<file path="config.mk">
export PLATFORM = sky130hd
export DESIGN_NAME = fetch_unit
export DESIGN_NICKNAME = d
export VERILOG_FILES = /design/src/rtl/cpu_pkg.sv /design/src/rtl/fetch_pc_reg.sv /design/src/rtl/fetch_unit.sv
export SDC_FILE = /design/constraint.sdc
export NUM_CORES = 1
export LEC_CHECK = 0
export CAP_MARGIN = 20
export CORE_MARGIN = 2
export CORE_UTILIZATION = 35
export CTS_BUF_LIST = sky130_fd_sc_hd__clkbuf_2 sky130_fd_sc_hd__clkbuf_4 sky130_fd_sc_hd__clkbuf_8
export CTS_CLUSTER_SIZE = 28
export DETAILED_ROUTE_END_ITERATION = 8
export GPL_ROUTABILITY_DRIVEN = 0
export PLACE_DENSITY_LB_ADDON = 0.2
export SETUP_SLACK_MARGIN = 0.1
export SYNTH_ARGS = -nofsm -noshare
export SYNTH_HDL_FRONTEND = slang
export SYNTH_HIERARCHICAL = 1
export SYNTH_SLANG_ARGS = --single-unit
</file>
<file path="constraint.sdc">
create_clock -name clk -period 4.8 [get_ports clk]
set_input_delay 0.48 -clock clk [delete_from_list [all_inputs] [get_ports clk]]
set_output_delay 0.48 -clock clk [all_outputs]
set_load 0.005 [all_outputs]
</file>
<file path="src/rtl/cpu_pkg.sv">
// Shared CPU front-end definitions: widths, the bubble encoding and the fetch FSM states.
package cpu_pkg;

  localparam int PC_W = 10;
  localparam int INSTR_W = 32;
  localparam logic [INSTR_W-1:0] NOP_INSTR = '0;

  typedef enum logic [1:0] {
    ST_REQ   = 2'd0,
    ST_HOLD  = 2'd1,
    ST_DRAIN = 2'd2
  } fetch_state_t;

endpackage

</file>
<file path="src/rtl/fetch_pc_reg.sv">
// Next-fetch program counter: holds, advances by one word, or loads a redirect target.
module fetch_pc_reg
  import cpu_pkg::*;
#(
  parameter int              PC_W     = cpu_pkg::PC_W,
  parameter logic [PC_W-1:0] RESET_PC = '0
) (
  input  logic            clk,
  input  logic            rst,
  input  logic            en,
  input  logic            load,
  input  logic [PC_W-1:0] target,
  output logic [PC_W-1:0] pc,
  output logic [PC_W-1:0] pc_plus4
);

  // Wraps naturally modulo 2^PC_W.
  assign pc_plus4 = pc + PC_W'(4);

  always_ff @(posedge clk or posedge rst) begin
    if (rst) begin
      pc <= RESET_PC;
    end else if (en) begin
      pc <= load ? target : pc_plus4;
    end
  end

endmodule

</file>
<file path="src/rtl/fetch_unit.sv">
// Instruction fetch stage: request/ack instruction-memory handshake, one-entry skid buffer
// for decode stalls, and redirect handling that drains a stale in-flight request.
module fetch_unit
  import cpu_pkg::*;
#(
  parameter int              PC_W     = cpu_pkg::PC_W,
  parameter logic [PC_W-1:0] RESET_PC = '0
) (
  input  logic               clk,
  input  logic               rst,
  input  logic               stall,
  input  logic               branch_taken,
  input  logic [PC_W-1:0]    branch_target,
  output logic               imem_req,
  output logic [PC_W-1:0]    imem_addr,
  input  logic               imem_ack,
  input  logic [INSTR_W-1:0] imem_rdata,
  output logic [PC_W-1:0]    PC,
  output logic [INSTR_W-1:0] instruction,
  output logic               fetch_valid,
  output logic               flush
);

  fetch_state_t       state;
  logic               req_reg;
  logic               ack_valid;
  logic               pc_en;
  logic               pc_load;
  logic [PC_W-1:0]    pc_target;
  logic [PC_W-1:0]    fetch_pc;
  logic [PC_W-1:0]    fetch_pc_plus4;
  logic [PC_W-1:0]    drain_addr;
  logic               skid_valid;
  logic [INSTR_W-1:0] skid_data;

  assign ack_valid = imem_ack && req_reg;
  assign pc_target = branch_target & ~PC_W'(3);

  always_comb begin
    pc_en   = branch_taken || ((state == ST_REQ) && ack_valid);
    pc_load = branch_taken;
  end

  fetch_pc_reg #(
    .PC_W     (PC_W),
    .RESET_PC (RESET_PC)
  ) u_pc (
    .clk      (clk),
    .rst      (rst),
    .en       (pc_en),
    .load     (pc_load),
    .target   (pc_target),
    .pc       (fetch_pc),
    .pc_plus4 (fetch_pc_plus4)
  );

  // While draining, the old address must stay on the bus even though fetch_pc already points at the target.
  assign imem_req  = req_reg;
  assign imem_addr = (state == ST_DRAIN) ? drain_addr : fetch_pc;

  always_ff @(posedge clk or posedge rst) begin
    if (rst) begin
      state       <= ST_REQ;
      req_reg     <= 1'b0;
      PC          <= '0;
      instruction <= NOP_INSTR;
      fetch_valid <= 1'b0;
      flush       <= 1'b0;
      skid_valid  <= 1'b0;
      skid_data   <= NOP_INSTR;
      drain_addr  <= RESET_PC;
    end else begin
      flush <= branch_taken;
      if (branch_taken) begin
        skid_valid  <= 1'b0;
        instruction <= NOP_INSTR;
        fetch_valid <= 1'b0;
        req_reg     <= 1'b1;
        if ((state != ST_HOLD) && req_reg && !imem_ack) begin
          state <= ST_DRAIN;
          if (state == ST_REQ) begin
            drain_addr <= fetch_pc;
          end
        end else begin
          state <= ST_REQ;
        end
      end else begin
        case (state)
          ST_REQ: begin
            req_reg <= 1'b1;
            if (ack_valid) begin
              if (stall) begin
                skid_valid <= 1'b1;
                skid_data  <= imem_rdata;
                state      <= ST_HOLD;
                req_reg    <= 1'b0;
              end else begin
                instruction <= imem_rdata;
                PC          <= fetch_pc_plus4;
                fetch_valid <= 1'b1;
              end
            end else if (!stall) begin
              instruction <= NOP_INSTR;
              fetch_valid <= 1'b0;
            end
          end
          ST_HOLD: begin
            if (!stall) begin
              // fetch_pc already sits one word past the skid entry, which is its PC+4.
              if (skid_valid) begin
                instruction <= skid_data;
                PC          <= fetch_pc;
                fetch_valid <= 1'b1;
              end else begin
                instruction <= NOP_INSTR;
                fetch_valid <= 1'b0;
              end
              skid_valid <= 1'b0;
              state      <= ST_REQ;
              req_reg    <= 1'b1;
            end
          end
          ST_DRAIN: begin
            instruction <= NOP_INSTR;
            fetch_valid <= 1'b0;
            req_reg     <= 1'b1;
            if (ack_valid) begin
              state <= ST_REQ;
            end
          end
          default: begin
            state   <= ST_REQ;
            req_reg <= 1'b0;
          end
        endcase
      end
    end
  end

endmodule

</file>
==> results of run 1 <==
-- flip-flops by register name, indices dropped and copies added, names as in the netlist --
signal and cells:
instruction 32, skid_data 32, PC 10, drain_addr 10
u_pc/pc 10, state 2, fetch_valid 1, flush 1
imem_req 1, skid_valid 1
-- routing by layer --
| metal | up-vias | track usage (%) | wire (microns) |
|---|---|---|---|
| met5 | - | 0 | 0 |
| met4 | 0 | 4.85 | 159 |
| met3 | 8 | 3.95 | 463 |
| met2 | 67 | 26.2 | 5780 |
| met1 | 1780 | 20.4 | 5270 |
| li1 | 1664 | - | - |
-- cells in the final DEF, fill, tap and decap left out, types with 3 or more instances in the layout --
cell type / netlist / layout
clkbuf_8: 0 / 10
dfrtp_1: 100 / 100
and3_1: 3 / 3
ha_1: 7 / 7
mux2_1: 3 / 3
nand2_1: 7 / 7
mux2_2: 103 / 103
o21ai_0: 39 / 39
mux2i_1: 35 / 35
nand3_1: 9 / 9
nor2_1: 7 / 6
nand2b_1: 3 / 3
a21oi_1: 3 / 3
clkinv_2: 0 / 4
o21a_1: 3 / 3
xnor2_1: 5 / 5
a22o_1: 3 / 3
inv_1: 42 / 41
clkdlybuf4s50_1: 0 / 99
o31ai_1: 5 / 5
buf_4: 4 / 5
-- power by group --
part | leakage [nW] | switching, W | internal (W) | total (W)
combinational | 1.40 | 0.000686 | 0.00105 | 0.00174
clock | 0.116 | 0.000296 | 0.000311 | 0.000607
sequential | 1.26 | 0.000233 | 0.00119 | 0.00142
total | 2.77 | 0.00121 | 0.00255 | 0.00376
-- cell type report --
cell class / count / area [sq um] / share of cell area, %
Timing Repair Buffer: 104 / 1030 / 15.9
Clock inverter: 5 / 75.1 / 1.16
Inverter: 42 / 159 / 2.46
Multi-Input combinational cell: 260 / 2330 / 36.0
Clock buffer: 11 / 145 / 2.24
Tap cell: 184 / 230 / 3.56
Sequential cell: 100 / 2500 / 38.7
-- kinds of logic (layout without fill, tap and decap cells) --
family          after synthesis  after routing  share of synthesized area (%)
flops                       100            100                           48.2
simple gates                 41             41                           4.48
other cells                   1              2                         0.0722
xor+xnor                      6              6                           1.01
buf+inv                      72            162                           7.13
mux                         141            141                           29.7
fa+ha+maj                     7              7                           1.69
compound gates               63             63                           7.66
-- worst paths after layout --
path / startpoint / endpoint
worst max-delay path: state[1]$_DFFE_PP0P_ / instruction[28]$_DFFE_PP0P_
worst min-delay path: rst / u_pc/pc[7]$_DFFE_PP0P_
worst min register to register: skid_data[14]$_DFFE_PP0P_ / skid_data[14]$_DFFE_PP0P_
worst max register to register: state[1]$_DFFE_PP0P_ / instruction[28]$_DFFE_PP0P_
min in group clk: skid_data[14]$_DFFE_PP0P_ / skid_data[14]$_DFFE_PP0P_
max in group asynchronous: rst / drain_addr[6]$_DFFE_PP0P_
-- per-stage QoR --
| stage | hold slack (ns) | utilization, % | worst slack, ns |
|---|---|---|---|
| 6_report | 0.460 | 44.5 | 1.97 |
| 5_1_grt | 0.490 | 44.5 | 1.69 |
| 4_1_cts | 0.451 | 44.5 | 1.92 |
| 3_5_place_dp | 0.479 | 43.0 | 1.92 |
| 3_3_place_gp | 0.462 | 43.0 | 1.95 |
| 2_1_floorplan | 0.320 | - | 1.98 |
==> out/metrics.cfg, run 1 <==
[floorplan]
fp.coreArea_sq_um=14500
row_count=44
io_pins=102
die_w_microns=126
die_y_microns=126
initial_core_util_pct=35.7
die_area_sq_um=15800

[yosys]
yosysMostFrequentCell=mux2_2
ys.warnings.count=6
synth_top_area_share_pct=48.2
synth.distinct_cells=43
synth-seq-cells=100
yosysSeqAreaShare_pct=48.2
synth_cells=431
synthTopCellsByArea=dfrtp_1 48%, mux2_2 22%, mux2i_1 6.7%
synthArstFlopShare_pct=100
netlist_area_sq_um=5190
synth-edff-count=0
syn_avg_cell_area_sq_um=12.0
synthTopCellsByCount=103 x mux2_2, 100 x dfrtp_1, 42 x inv_1, 39 x o21ai_0, 35 x mux2i_1
synth_ff_type=dfrtp_1
yosysTopAreaCell=dfrtp_1

[layout]
fin_cells=706
area_delta_synth_final_pct=24.7
drive_above_1_share_pct=25.1
fill_cells=1402
antenna_cells_inserted=0
fin_area_sq_um=6470
nets=571

[outcome]
status=finished, final reports clean

[sta]
finalHoldViolCount=0
setup_tns_ns=0
fin_skew_ns=0.00869
worst_slew_pin_slew_ns=1.01
rsz0062_at_grt=no
setup_violations=0
slew_viol_final=0
period_minus_slack_ns=2.83
post-route-period-util_pct=59.0
fmax_ghz=0.353
slew_headroom_pct=32.3

[global_route]
grt_remaining_overflow=0
first_global_vias=3841
antenna_found_initial=0
grt_usage_pct=15.8
grt_max_degree=48
grt_pass1_wl_microns=19900

[clock_network]
path_clk_slew_ns=0.10
root_buffer=clkbuf_8
cts_buffer_depth=2
htree_levels=3
postCtsResizedCells=0
cts_buffers=9
cts_tree=yes
cts_hold_buffers=0
cts_sinks=100
post_cts_buffers=0
worstSkewPairLatency_ns=0.38

[place]
port_buffers=99
placed_cells=690
dp_hpwl_microns=7600
placed_cell_area_sq_um=6250

[job]
cap_viol_max_count=0

[hold_path]
hp-class=in2async

[drt]
dr.pass1.iters=4
initialDrtViolationCount=128
drc=0
routed_via_density=4.98
post_drt_wl_per_cell_microns=16.5
wl_microns=11700
final_antenna_net_count=0
vias=3519

[power_and_ir_drop]
power.density_nw_per_um2=581
vdd_drop_max_mv=0.248
total_power_w=0.00376
p_leak_nw=2.77

[critical_path]
crit_chain=inv_1 > ha_1 > or3_1 > a21o_2 > buf_4 > mux2i_1
crit_fanout=28
cp_data_required_time_ns=5.11
crit_family=compound AO/OA/AOI/OAI gates
crit_cells=6
startpoint_type=register
crit_path_end_kind=register
critPathKind=reg2reg
worstRegToRegCells=6
cpPeakStageDelay_ns=0.76
path_buf_inv=2
cp_slowest_cell=a21o_2
r2r_setup_slack_ns=1.97
cp.arrival_ns=3.14

(Power assumes the default switching activity.)
==> inputs of run 2 (changes only) <==
==> constraint.sdc (replaced) <==
create_clock -name clk -period 2.75 [get_ports clk]
set_input_delay 0.275 -clock clk [delete_from_list [all_inputs] [get_ports clk]]
set_output_delay 0.275 -clock clk [all_outputs]
set_load 0.005 [all_outputs]
==> out/metrics.cfg, run 2 (synthesized netlist as in run 1, its figures left out) <==
[sta]
post-route-period-util_pct=88.0
setup_tns_ns=0  ; unchanged
slew_viol_final=0  ; unchanged
setup_violations=0  ; unchanged
fmax_ghz=0.413
finalHoldViolCount=0  ; unchanged
slew_headroom_pct=50.9  ; was 32.3%
rsz0062_at_grt=no  ; unchanged
worst_slew_pin_slew_ns=0.737  ; was 1.01 ns
fin_skew_ns=0.00707  ; was 0.00869 ns
setup_slack_ns=0.329  ; was 1.97 ns
period_minus_slack_ns=2.42

[place]
pre_cts_ws_ns=0.400  ; was 1.92 ns
dp_hpwl_microns=7940  ; was 7600 microns
port_buffers=99  ; unchanged
placed_cells=698  ; was 690

[clock_network]
cts_tree=yes  ; unchanged
cts_buffer_depth=2  ; unchanged
worstSkewPairLatency_ns=0.38  ; about the same
cts_hold_buffers=0  ; unchanged
root_buffer=clkbuf_8  ; unchanged
cts_sinks=100  ; unchanged
htree_levels=3  ; unchanged
path_clk_slew_ns=0.09  ; was 0.10 ns
cts_buffers=9  ; unchanged

[critical_path]
crit_fanout=10  ; was 28
crit_path_end_kind=output pin  ; was register
startpoint_type=register  ; unchanged
cp_data_required_time_ns=2.48  ; was 5.11 ns
cp.arrival_ns=2.15  ; was 3.14 ns
crit_chain=inv_1 > ha_2 > mux2_2 > clkdlybuf4s50_1  ; was inv_1 > ha_1 > or3_1 > a21o_2 > buf_4 > mux2i_1
cp_slowest_cell=clkdlybuf4s50_1  ; was a21o_2
r2r_setup_slack_ns=0.42  ; was 1.97 ns
worstRegToRegCells=6  ; unchanged
rr_startpoint=state[0]$_DFFE_PP0P_  ; was state[1]$_DFFE_PP0P_
cpPeakStageDelay_ns=0.44  ; was 0.76 ns
critPathKind=reg2out  ; was reg2reg
r2r-end=instruction[7]$_DFFE_PP0P_  ; was instruction[28]$_DFFE_PP0P_

[drt]
wl_microns=11700  ; about the same
final_antenna_net_count=0  ; unchanged
routed_via_density=4.97  ; was 4.98
initialDrtViolationCount=116  ; was 128
post_drt_wl_per_cell_microns=16.3  ; was 16.5 microns
drc=0  ; unchanged
vias=3556  ; was 3,519
dr.pass1.iters=4  ; unchanged

[floorplan]
die_w_microns=126  ; unchanged
initial_core_util_pct=35.7  ; unchanged
row_count=44  ; unchanged
fp.coreArea_sq_um=14500  ; unchanged
io_pins=102  ; unchanged
die_area_sq_um=15800  ; unchanged
die_y_microns=126  ; unchanged

[power_and_ir_drop]
power.density_nw_per_um2=990  ; was 581 nW/um^2
p_leak_nw=2.81  ; was 2.77 nW
vdd_drop_max_mv=0.385  ; was 0.248 mV

[layout]
drive_above_1_share_pct=26.6  ; was 25.1%
nets=580  ; was 571
area_delta_synth_final_pct=25.6  ; was 24.7%
fin_cells=715  ; was 706
final_common_cell=mux2_2  ; unchanged
antenna_cells_inserted=0  ; unchanged
layout_common_cells=103 x mux2_2, 100 x dfrtp_1, 99 x clkdlybuf4s50_1  ; unchanged
fill_cells=1384  ; was 1,402
reg.largest.list=instruction (32), skid_data (32)  ; unchanged

[global_route]
first_global_vias=3804  ; was 3,841
grt_remaining_overflow=0  ; unchanged
grt_pass1_wl_microns=19300  ; was 19,900 microns
antenna_found_initial=0  ; unchanged
grt_max_degree=47  ; was 48
grt_usage_pct=15.4  ; was 15.8%

[job]
cap_viol_max_count=0  ; unchanged

[outcome]
status=finished, final reports clean  ; unchanged

[hold_path]
hp-class=in2async  ; unchanged

[run 2: changes by cell type in the layout (fill, tap and decap cells not counted)]
| cell | delta |
|---|---|
| clkinvlp_4 | +1 |
| ha_2 | +1 |
| buf_12 | +2 |
| clkinv_2 | +1 |
| ha_1 | -1 |
| bufinv_16 | -2 |
| buf_4 | +7 |
[run 2: worst max-delay path, delay by kind of cell (launching register included)]
family | cells | cell delay [ns]
buf+inv | 2 | 0.59
fa+ha+maj | 1 | 0.38
mux | 1 | 0.38
flops | 1 | 0.42
[run 2: how the worst max path moves through the flow]
stage                         startpoint                     endpoint  cells after the start
finish              state[0]$_DFFE_PP0P_                 imem_addr[8]                      4
global placement            branch_taken  instruction[15]$_DFFE_PP0P_                      5
detailed placement          branch_taken  instruction[20]$_DFFE_PP0P_                      5
floorplan                            rst            PC[0]$_DFFE_PP0P_                      1
CTS                 state[0]$_DFFE_PP0P_                 imem_addr[8]                      4
global route        state[0]$_DFFE_PP0P_                 imem_addr[0]                      4
[run 2: what timing repair did]
item / CTS / global route
resized for setup: 0 / 1
setup buffers: 0 / 0
endpoints found under the setup margin: 0 / 9
[run 2: report_power, final]
group          switching, W  internal, W  total (W)
clock              0.000508     0.000358   0.000867
combinational       0.00121      0.00189    0.00310
sequential         0.000418      0.00207    0.00249
total               0.00214      0.00432    0.00645
[run 2: per-stage QoR]
stage | instance area [sq um] | hold WS [ns] | util, % | total power, W
6_report | 6520 | 0.248 | 44.9 | 0.00645
5_1_grt | 6520 | 0.284 | 44.9 | 0.00695
3_3_place_gp | 6320 | 0.461 | 43.5 | 0.00555
4_1_cts | 6500 | 0.241 | 44.7 | 0.00655
2_1_floorplan | 5190 | 0.115 | - | 0.00455
3_5_place_dp | 6320 | 0.481 | 43.5 | 0.00564
[run 2: cell type report]
cell class / count / area, sq um / area share [%]
Sequential cell: 100 / 2500 / 38.4
Inverter: 42 / 159 / 2.44
Tap cell: 184 / 230 / 3.53
Clock buffer: 11 / 145 / 2.23
Multi-Input combinational cell: 260 / 2330 / 35.8
Timing Repair Buffer: 113 / 1120 / 17.2
Clock inverter: 5 / 27.5 / 0.422
[run 2: per-layer routing]
metal	global-route usage (%)	vias to the layer above	part of all wire, %
met5	0	-	0
met4	3.81	0	1.3
met3	5.01	13	5.0
met2	25.2	76	47
met1	19.8	1785	46
li1	-	1682	-
